`src/rtl/mem_arb_pkg.sv`:
```
// Shared definitions for the data-memory port arbiter.
// FSM state encoding, access size codes and load/store opcodes.
package mem_arb_pkg;

  typedef enum logic [1:0] {
    S_IDLE    = 2'd0,
    S_GNT_MEM = 2'd1,
    S_GNT_IF  = 2'd2,
    S_DONE    = 2'd3
  } arb_state_t;

  localparam logic [1:0] SZ_BYTE  = 2'b00;
  localparam logic [1:0] SZ_HALF  = 2'b01;
  localparam logic [1:0] SZ_WORD  = 2'b10;
  localparam logic [1:0] SZ_DWORD = 2'b11;

  localparam logic OP_LOAD  = 1'b0;
  localparam logic OP_STORE = 1'b1;

endpackage

```
`src/rtl/mem_arb_watchdog.sv`:
```
// Saturating 8-bit busy-cycle counter for the memory port arbiter.
// expire flags the busy cycle that brings the count up to limit.
module mem_arb_watchdog (
  input  logic       clk,
  input  logic       rst_n,
  input  logic       clr,
  input  logic       en,
  input  logic [7:0] limit,
  output logic       expire
);

  logic [7:0] count_q;

  always_ff @(posedge clk) begin
    if (!rst_n || clr) begin
      count_q <= 8'd0;
    end else if (en && count_q != 8'hFF) begin
      count_q <= count_q + 8'd1;
    end
  end

  assign expire = en && (count_q >= limit - 8'd1);

endmodule

```
`src/rtl/mem_port_arbiter.sv`:
```
// Shares one data-memory port between instruction fetch and the MEM stage.
// Define ARB_FAIRNESS_EN to bound MEM grants while a fetch is waiting.
module mem_port_arbiter #(
  parameter int ADDR_W         = 64,
  parameter int DATA_W         = 64,
  parameter int TIMEOUT_CYCLES = 255,
  parameter int MAX_MEM_STREAK = 4
) (
  input  logic              CLK,
  input  logic              RESET_N,
  input  logic              IF_REQ,
  input  logic [ADDR_W-1:0] IF_ADDR,
  output logic              IF_ACK,
  output logic [DATA_W-1:0] IF_RDATA,
  input  logic              MEM_REQ,
  input  logic              MEM_WE,
  input  logic [1:0]        MEM_SIZE,
  input  logic [ADDR_W-1:0] MEM_ADDR,
  input  logic [DATA_W-1:0] MEM_WDATA,
  output logic              MEM_ACK,
  output logic [DATA_W-1:0] MEM_RDATA,
  output logic              ERR,
  output logic              IF_STALL,
  output logic              MEM_STALL,
  output logic              PORT_V,
  output logic              PORT_WE,
  output logic [1:0]        PORT_SIZE,
  output logic [ADDR_W-1:0] PORT_ADDR,
  output logic [DATA_W-1:0] PORT_WDATA,
  input  logic              PORT_BUSY,
  input  logic [DATA_W-1:0] PORT_RDATA
);

  import mem_arb_pkg::*;

  arb_state_t        state_q, state_d;
  logic              own_if_q;
  logic              we_q;
  logic [1:0]        size_q;
  logic [ADDR_W-1:0] addr_q;
  logic [DATA_W-1:0] wdata_q;
  logic [DATA_W-1:0] rdata_q;
  logic              err_q;

  logic grant_mem, grant_if;
  logic done_ok, done_err;
  logic wd_clr, wd_en, wd_expire;
  logic in_gnt, force_if;

  assign in_gnt = (state_q == S_GNT_MEM) || (state_q == S_GNT_IF);

`ifdef ARB_FAIRNESS_EN
  localparam int STREAK_W = $clog2(MAX_MEM_STREAK + 1);
  localparam logic [STREAK_W-1:0] STREAK_MAX = STREAK_W'(MAX_MEM_STREAK);

  logic [STREAK_W-1:0] streak_q;

  always_ff @(posedge CLK) begin
    if (!RESET_N) begin
      streak_q <= '0;
    end else if (grant_if) begin
      streak_q <= '0;
    end else if (grant_mem && IF_REQ && streak_q != STREAK_MAX) begin
      streak_q <= streak_q + 1'b1;
    end
  end

  assign force_if = IF_REQ && (streak_q >= STREAK_MAX);
`else
  assign force_if = 1'b0;
`endif

  mem_arb_watchdog u_wd (
    .clk    (CLK),
    .rst_n  (RESET_N),
    .clr    (wd_clr),
    .en     (wd_en),
    .limit  (8'(TIMEOUT_CYCLES)),
    .expire (wd_expire)
  );

  always_comb begin
    state_d   = state_q;
    grant_mem = 1'b0;
    grant_if  = 1'b0;
    done_ok   = 1'b0;
    done_err  = 1'b0;
    wd_clr    = 1'b0;
    wd_en     = 1'b0;
    unique case (state_q)
      S_IDLE: begin
        wd_clr = 1'b1;
        if (MEM_REQ && !force_if) begin
          grant_mem = 1'b1;
          state_d   = S_GNT_MEM;
        end else if (IF_REQ) begin
          grant_if = 1'b1;
          state_d  = S_GNT_IF;
        end
      end
      S_GNT_MEM, S_GNT_IF: begin
        wd_en = PORT_BUSY;
        if (!PORT_BUSY) begin
          done_ok = 1'b1;
          state_d = S_DONE;
        end else if (wd_expire) begin
          done_err = 1'b1;
          state_d  = S_DONE;
        end
      end
      S_DONE:  state_d = S_IDLE;
      default: state_d = S_IDLE;
    endcase
  end

  always_ff @(posedge CLK) begin
    if (!RESET_N) begin
      state_q  <= S_IDLE;
      own_if_q <= 1'b0;
      we_q     <= 1'b0;
      size_q   <= 2'b00;
      addr_q   <= '0;
      wdata_q  <= '0;
      rdata_q  <= '0;
      err_q    <= 1'b0;
    end else begin
      state_q <= state_d;
      if (grant_mem) begin
        own_if_q <= 1'b0;
        we_q     <= MEM_WE;
        size_q   <= MEM_SIZE;
        addr_q   <= MEM_ADDR;
        wdata_q  <= MEM_WDATA;
      end else if (grant_if) begin
        own_if_q <= 1'b1;
        we_q     <= OP_LOAD;
        size_q   <= SZ_DWORD;
        addr_q   <= IF_ADDR;
        wdata_q  <= '0;
      end
      if (done_ok) begin
        rdata_q <= (we_q == OP_STORE) ? '0 : PORT_RDATA;
        err_q   <= 1'b0;
      end else if (done_err) begin
        rdata_q <= '0;
        err_q   <= 1'b1;
      end
    end
  end

  // Completion data is only presented alongside its ACK.
  assign IF_ACK    = (state_q == S_DONE) && own_if_q;
  assign MEM_ACK   = (state_q == S_DONE) && !own_if_q;
  assign IF_RDATA  = IF_ACK ? rdata_q : '0;
  assign MEM_RDATA = MEM_ACK ? rdata_q : '0;
  assign ERR       = (state_q == S_DONE) && err_q;

  assign IF_STALL  = IF_REQ && !IF_ACK;
  assign MEM_STALL = MEM_REQ && !MEM_ACK;

  assign PORT_V     = in_gnt;
  assign PORT_WE    = we_q;
  assign PORT_SIZE  = size_q;
  assign PORT_ADDR  = addr_q;
  assign PORT_WDATA = wdata_q;

endmodule
```
`config.mk`:
```
export PLATFORM = sky130hd
export DESIGN_NAME = mem_port_arbiter
export DESIGN_NICKNAME = d
export VERILOG_FILES = /design/src/rtl/mem_arb_pkg.sv /design/src/rtl/mem_arb_watchdog.sv /design/src/rtl/mem_port_arbiter.sv
export SDC_FILE = /design/constraint.sdc
export NUM_CORES = 1
export LEC_CHECK = 0
export ABC_AREA = 1
export CORE_AREA = 2 2 206 208
export DETAILED_ROUTE_END_ITERATION = 8
export DIE_AREA = 0 0 208 210
export HOLD_SLACK_MARGIN = 0.05
export PLACE_DENSITY_LB_ADDON = 0.05
export RECOVER_POWER = 25
export SETUP_SLACK_MARGIN = 0.05
export SLEW_MARGIN = 20
export SYNTH_ARGS = -nofsm -noshare
export SYNTH_HDL_FRONTEND = slang
export SYNTH_SLANG_ARGS = --single-unit
```
`constraint.sdc`:
```
create_clock -name CLK -period 2.3 [get_ports CLK]
set_input_delay 0.69 -clock CLK [delete_from_list [all_inputs] [get_ports CLK]]
set_output_delay 0.69 -clock CLK [all_outputs]
set_load 0.01 [all_outputs]
```
==> Word-level counts from Yosys, hierarchy flattened <==
Index checks and enable logic that the tools add are counted.
Widths: inputs -> output; s select.
{ "totals": {"reg_bits": 207, "inputBits": 264, "output_inout_bits": 265, "elab_cells": 68} }
{ "classes": {"n_addsub": 1, "order_cmp": 1, "eq_ne": 6, "muxes": 30, "bitwise": 1, "reduce_logical": 20} }
{ "op_table": {"columns": ["cell", "count"], "rows": [
  ["$mux 64", 9],
  ["$mux 1", 14],
  ["$mux 2", 6],
  ["$add 8x1->8 const B", 1],
  ["$ge 8x8->1 const B", 1],
  ["$ne 8x8->1 const B", 1],
  ["$logic_and 1x1->1", 7],
  ["$pmux 2 s3", 1],
  ["$reduce_or 2->1", 3],
  ["$eq 2x2->1 const B", 2],
  ["$logic_not 1->1", 4],
  ["$reduce_bool 2->1", 2],
  ["$ne 3x2->1 const B", 1],
  ["$ne 3x3->1 const B", 1],
  ["$eq 2x1->1 const B", 1],
  ["$logic_not 2->1", 1],
  ["$logic_or 1x1->1", 2],
  ["$reduce_and 2->1", 1],
  ["$not 1->1", 1]
]} }

==> Depth between registers and ports, before layout <==
{ "depth": {"ltp_word": 9, "depth_mapped": 10, "mapped_depth_nobuf": 9} }

==> Hierarchy <==
A second synthesis with hierarchy kept.
{ "unflattened": {"cells_unflattened": 1550, "hier_area_um2": 9689.3} }
{ "by_module_without_submodules": {"columns": ["mod", "n_inst", "cells_each", "area_each_um2", "seq_area_each_um2"], "rows": [
  ["mem_port_arbiter", 1, 1435, 8922.3, 3983.8],
  ["mem_arb_watchdog", 1, 115, 767.0, 160.2]
]} }

==> Least setup slack after synthesis <==
No wires, ideal clock.
{ "synth_timing": {"path_type": "reg2out", "start": "register state_q[0]", "end": "output port MEM_RDATA[23]", "arrival_ps": 1257, "required_ps": 1610, "slack_ps": 353, "stages_incl_launch_ff": 6, "path_buffers": 2, "path_cell_list": "dfxtp_1 ha_1 nand2_1 clkbuf_1 buf_1 nor2_1"} }
{ "synth_via": {"elab_chain_len": 3} }
{ "synth_lines": {"columns": ["element", "line", "source"], "rows": [
  ["from (decl)", "mem_port_arbiter.sv:36", "arb_state_t state_q, state_d;"],
  ["from (signal assigned)", "mem_port_arbiter.sv:127", "state_q <= state_d;"],
  ["$eq 2x2->1", "mem_port_arbiter.sv:153", "assign MEM_ACK = (state_q == S_DONE) && !own_if_q;"],
  ["$logic_and 1x1->1", "mem_port_arbiter.sv:153", null],
  ["$mux 64", "mem_port_arbiter.sv:155", "assign MEM_RDATA = MEM_ACK ? rdata_q : '0;"],
  ["to (decl)", "mem_port_arbiter.sv:21", "output logic [DATA_W-1:0] MEM_RDATA,"]
]} }
No other way between the ends.

==> Worst setup path in the final report <==
{ "layout_timing": {"start": "register state_q[0]", "end": "output port IF_RDATA[13]"} }
{ "layout_via": {"elab_chain_len": 3} }
{ "layout_lines": {"columns": ["element", "line", "source"], "rows": [
  ["$eq 2x2->1", "mem_port_arbiter.sv:152", "assign IF_ACK = (state_q == S_DONE) && own_if_q;"],
  ["$logic_and 1x1->1", "mem_port_arbiter.sv:152", null],
  ["$mux 64", "mem_port_arbiter.sv:154", "assign IF_RDATA = IF_ACK ? rdata_q : '0;"],
  ["to (decl)", "mem_port_arbiter.sv:14", "output logic [DATA_W-1:0] IF_RDATA,"]
]} }
No other way between the ends.

==> impl_metrics.csv <==
group,metric,value,unit
outcome,run_status,"complete, but fails checks",
outcome,violations,"negative setup slack",
timing,finalSetupTns,-8.406,ns
timing,fin_skew,0.007453,ns
timing,setup_viol,131,
synth,synth_seq_cells,207,
synth,ys_types,22,
synth,ys_top_cells_by_area,"dfxtp_1 45%, nand2_1 17%, a21oi_1 11%, inv_1 6.2%, nor2_1 6.2%",
final_layout,drive_above_1_share,18.57,%
timing,fin_crit,2.453,ns
floorplan,core,41480,sq um
synth,ys_seq_area_share,45.32,%
drt,drt_iter0_drc,417,
clocking,cts_made_buffers,27,
final_layout,layout.nets,2181,
hold_path,hp-class,"reg2reg",
worst_setup_path,startpoint,"state_q[0]",
synth,syn-instance-count,1382,
hold_path,worstHoldStart,"PORT_ADDR[26]",
drt,wirelength,41590,um
drt,drc,0,
worst_setup_path,worstPathArrival,1.76,ns
global_route,grt-ovfl-total,0,
synth,syn-cell-area,9144,sq um
synth,syn_nets,1650,
synth,synth_flop_cell,"dfxtp_1",
power,irDropWorstVdd,0.5587,mV
timing,period_share,106.7,%
worst_setup_path,r2r_start,"state_q[0]",
drt,ant_nets,0,
place,place_worst_setup_slack,-0.3016,ns
global_route,grt_pass1_wl,60980,um
synth,synthArstFlopShare,0,%
clocking,clk_path_buf_depth,3,
place,globalplace.congestion,0.8037,
synth,synth_edf_count,0,
drt,wl_per_cell,16.80,um
synth,synth.most_common_cell,"nand2_1",
worst_setup_path,critPathRequiredTime,1.61,ns
clocking,hold_buffers,0,
synth,synth_common_cells,"420 x nand2_1, 207 x dfxtp_1, 202 x a21oi_1, 151 x inv_1, 150 x nor2_1",
power,fin_total_pwr,0.01550,W
drt,first_pass_iters,4,
global_route,grt_pass1_vias,10240,
place,post_dp_cell_area,15410,sq um
drt,num_vias,10490,
clocking,clock-root-buffer,"clkbuf_16",
global_route,antenna_found_initial,4,
floorplan,floorplan.initialDensity,22.05,%
power,power.density,933.2,nW/um^2
clocking,clkSinkCount,207,
final_layout,fin_area,16610,sq um
timing,slew_viol_final,0,
floorplan,die-area,43680,sq um
synth,synth_top_area_share,45.32,%
final_layout,area_growth,81.65,%
place,dp.final_hpwl,30150,um
floorplan,num_rows,75,
floorplan,die_h,210,um
worst_setup_path,crit_path_max_fanout,8,
power,leakage,6.610,nW
global_route,grt_util_all_layers,17.86,%
flow_run,drv_cap,0,
synth,avgSynthCellArea,6.616,sq um
clocking,cts_tree,"yes",
worst_setup_path,start_kind,"register",
clocking,worstSkewPairLatency,0.54,ns
global_route,grt_max_degree,82,
synth,yosysWarnings,0,
clocking,htreeDepth,1,
worst_setup_path,cp-end-kind,"output pin",
timing,setup_ws,-0.1531,ns
worst_setup_path,critical_path_class,"reg2out",
drt,via_per_inst,4.237,
place,port_buffers,528,
timing,max_freq,407.6,MHz
clocking,clk_pin_slew,0.06,ns
floorplan,die_w,208,um
timing,worst_pin_slew,0.7806,ns
floorplan,io_pins,529,
timing,relSlewSlack,47.96,%
timing,hold_viol,0,
timing,grt_setup_unrepaired,"yes",
synth,synth_largest_area_cell,"dfxtp_1",
## layer usage
metal	share of wire [%]	wire (um)	vias up	track usage (%)
li1	-	-	5363	-
met1	39	16130	4740	19.63
met2	50	20840	334	32.54
met3	8.7	3629	47	6.079
met4	2.3	975	2	5.136
met5	0.026	11	-	0
## per-stage QoR
stage | std cells | hold WS, ns | utilization, %
6_report | 2475 | 0.4395 | 40.05
5_1_grt | 2474 | 0.4582 | 40.04
4_1_cts | 2468 | 0.4431 | 38.90
3_5_place_dp | 2412 | 0.4340 | 37.16
3_3_place_gp | 2412 | 0.4301 | 37.16
2_1_floorplan | 1382 | 0.4269 | -
## power breakdown
part | leakage [nW] | total (W) | internal, W | switching, W
Sequential | 1.70 | 0.00488 | 0.00445 | 0.000438
Combinational | 4.47 | 0.00650 | 0.00290 | 0.00360
Clock | 0.437 | 0.00411 | 0.00241 | 0.00170
Total | 6.61 | 0.0155 | 0.00977 | 0.00573
## registers in the layout (all words and copies together), names as in the netlist
name and count:
PORT_ADDR 64, PORT_SIZE 2, PORT_WDATA 64, PORT_WE 1, err_q 1, own_if_q 1
rdata_q 64, state_q 2, u_wd.count_q 8
## cells in the final DEF (no fill, tap or decap), types with 43 or more instances in the layout
master / Yosys / layout
clkdlybuf4s50_1: 0 / 391
nand3_1: 70 / 69
dfxtp_1: 207 / 204
nor2_4: 1 / 43
buf_2: 42 / 88
nor2_1: 150 / 58
inv_1: 151 / 148
o21ai_0: 33 / 52
nor2_2: 0 / 50
a21oi_1: 202 / 202
nand2_1: 420 / 418
buf_6: 4 / 55
## cells by family after synthesis
family	share of synthesized area, %
buffers and inverters	11.21
flip-flops	45.32
XOR/XNOR	0.2874
AO/OA/AOI/OAI	15.04
adder cells (fa/ha/maj)	0.5474
AND/OR/NAND/NOR	27.60
## worst max-delay path: stages (launching register included)
cell and delay, ns:
dfxtp_2 0.36, ha_4 0.22, nand2_8 0.10, buf_12 0.15, buf_16 0.16, nor2_4 0.13, buf_6 0.12
## cell type report
class                      count  area [sq um]
sequential                   207          4148
antenna                        3         7.507
clock buffer                  34         752.0
inverter                     153         586.8
tap                          539         674.4
multi-input combinational    925          4473
timing repair buffer         599          5862
clock inverter                15         106.4
fill                        4360         24870
## repair_timing
item                                    in CTS  in global routing
pin swaps                                   11                  9
endpoints found under the setup margin     136                132
gates cloned                                 4                  1
setup buffers                                3                  3
resized for setup                          628                132
## path summary, 6_finish.rpt
kind | endpoint | slack [ns] | cells after the start
worst max register to register | PORT_WDATA[40] | 0.06 | 9
worst max-delay path | IF_RDATA[13] | -0.15 | 6
worst min-delay path | PORT_ADDR[26] | 0.44 | 2
worst min register to register | PORT_ADDR[26] | 0.44 | 2
Note: power is estimated with default switching activity, not from simulation.
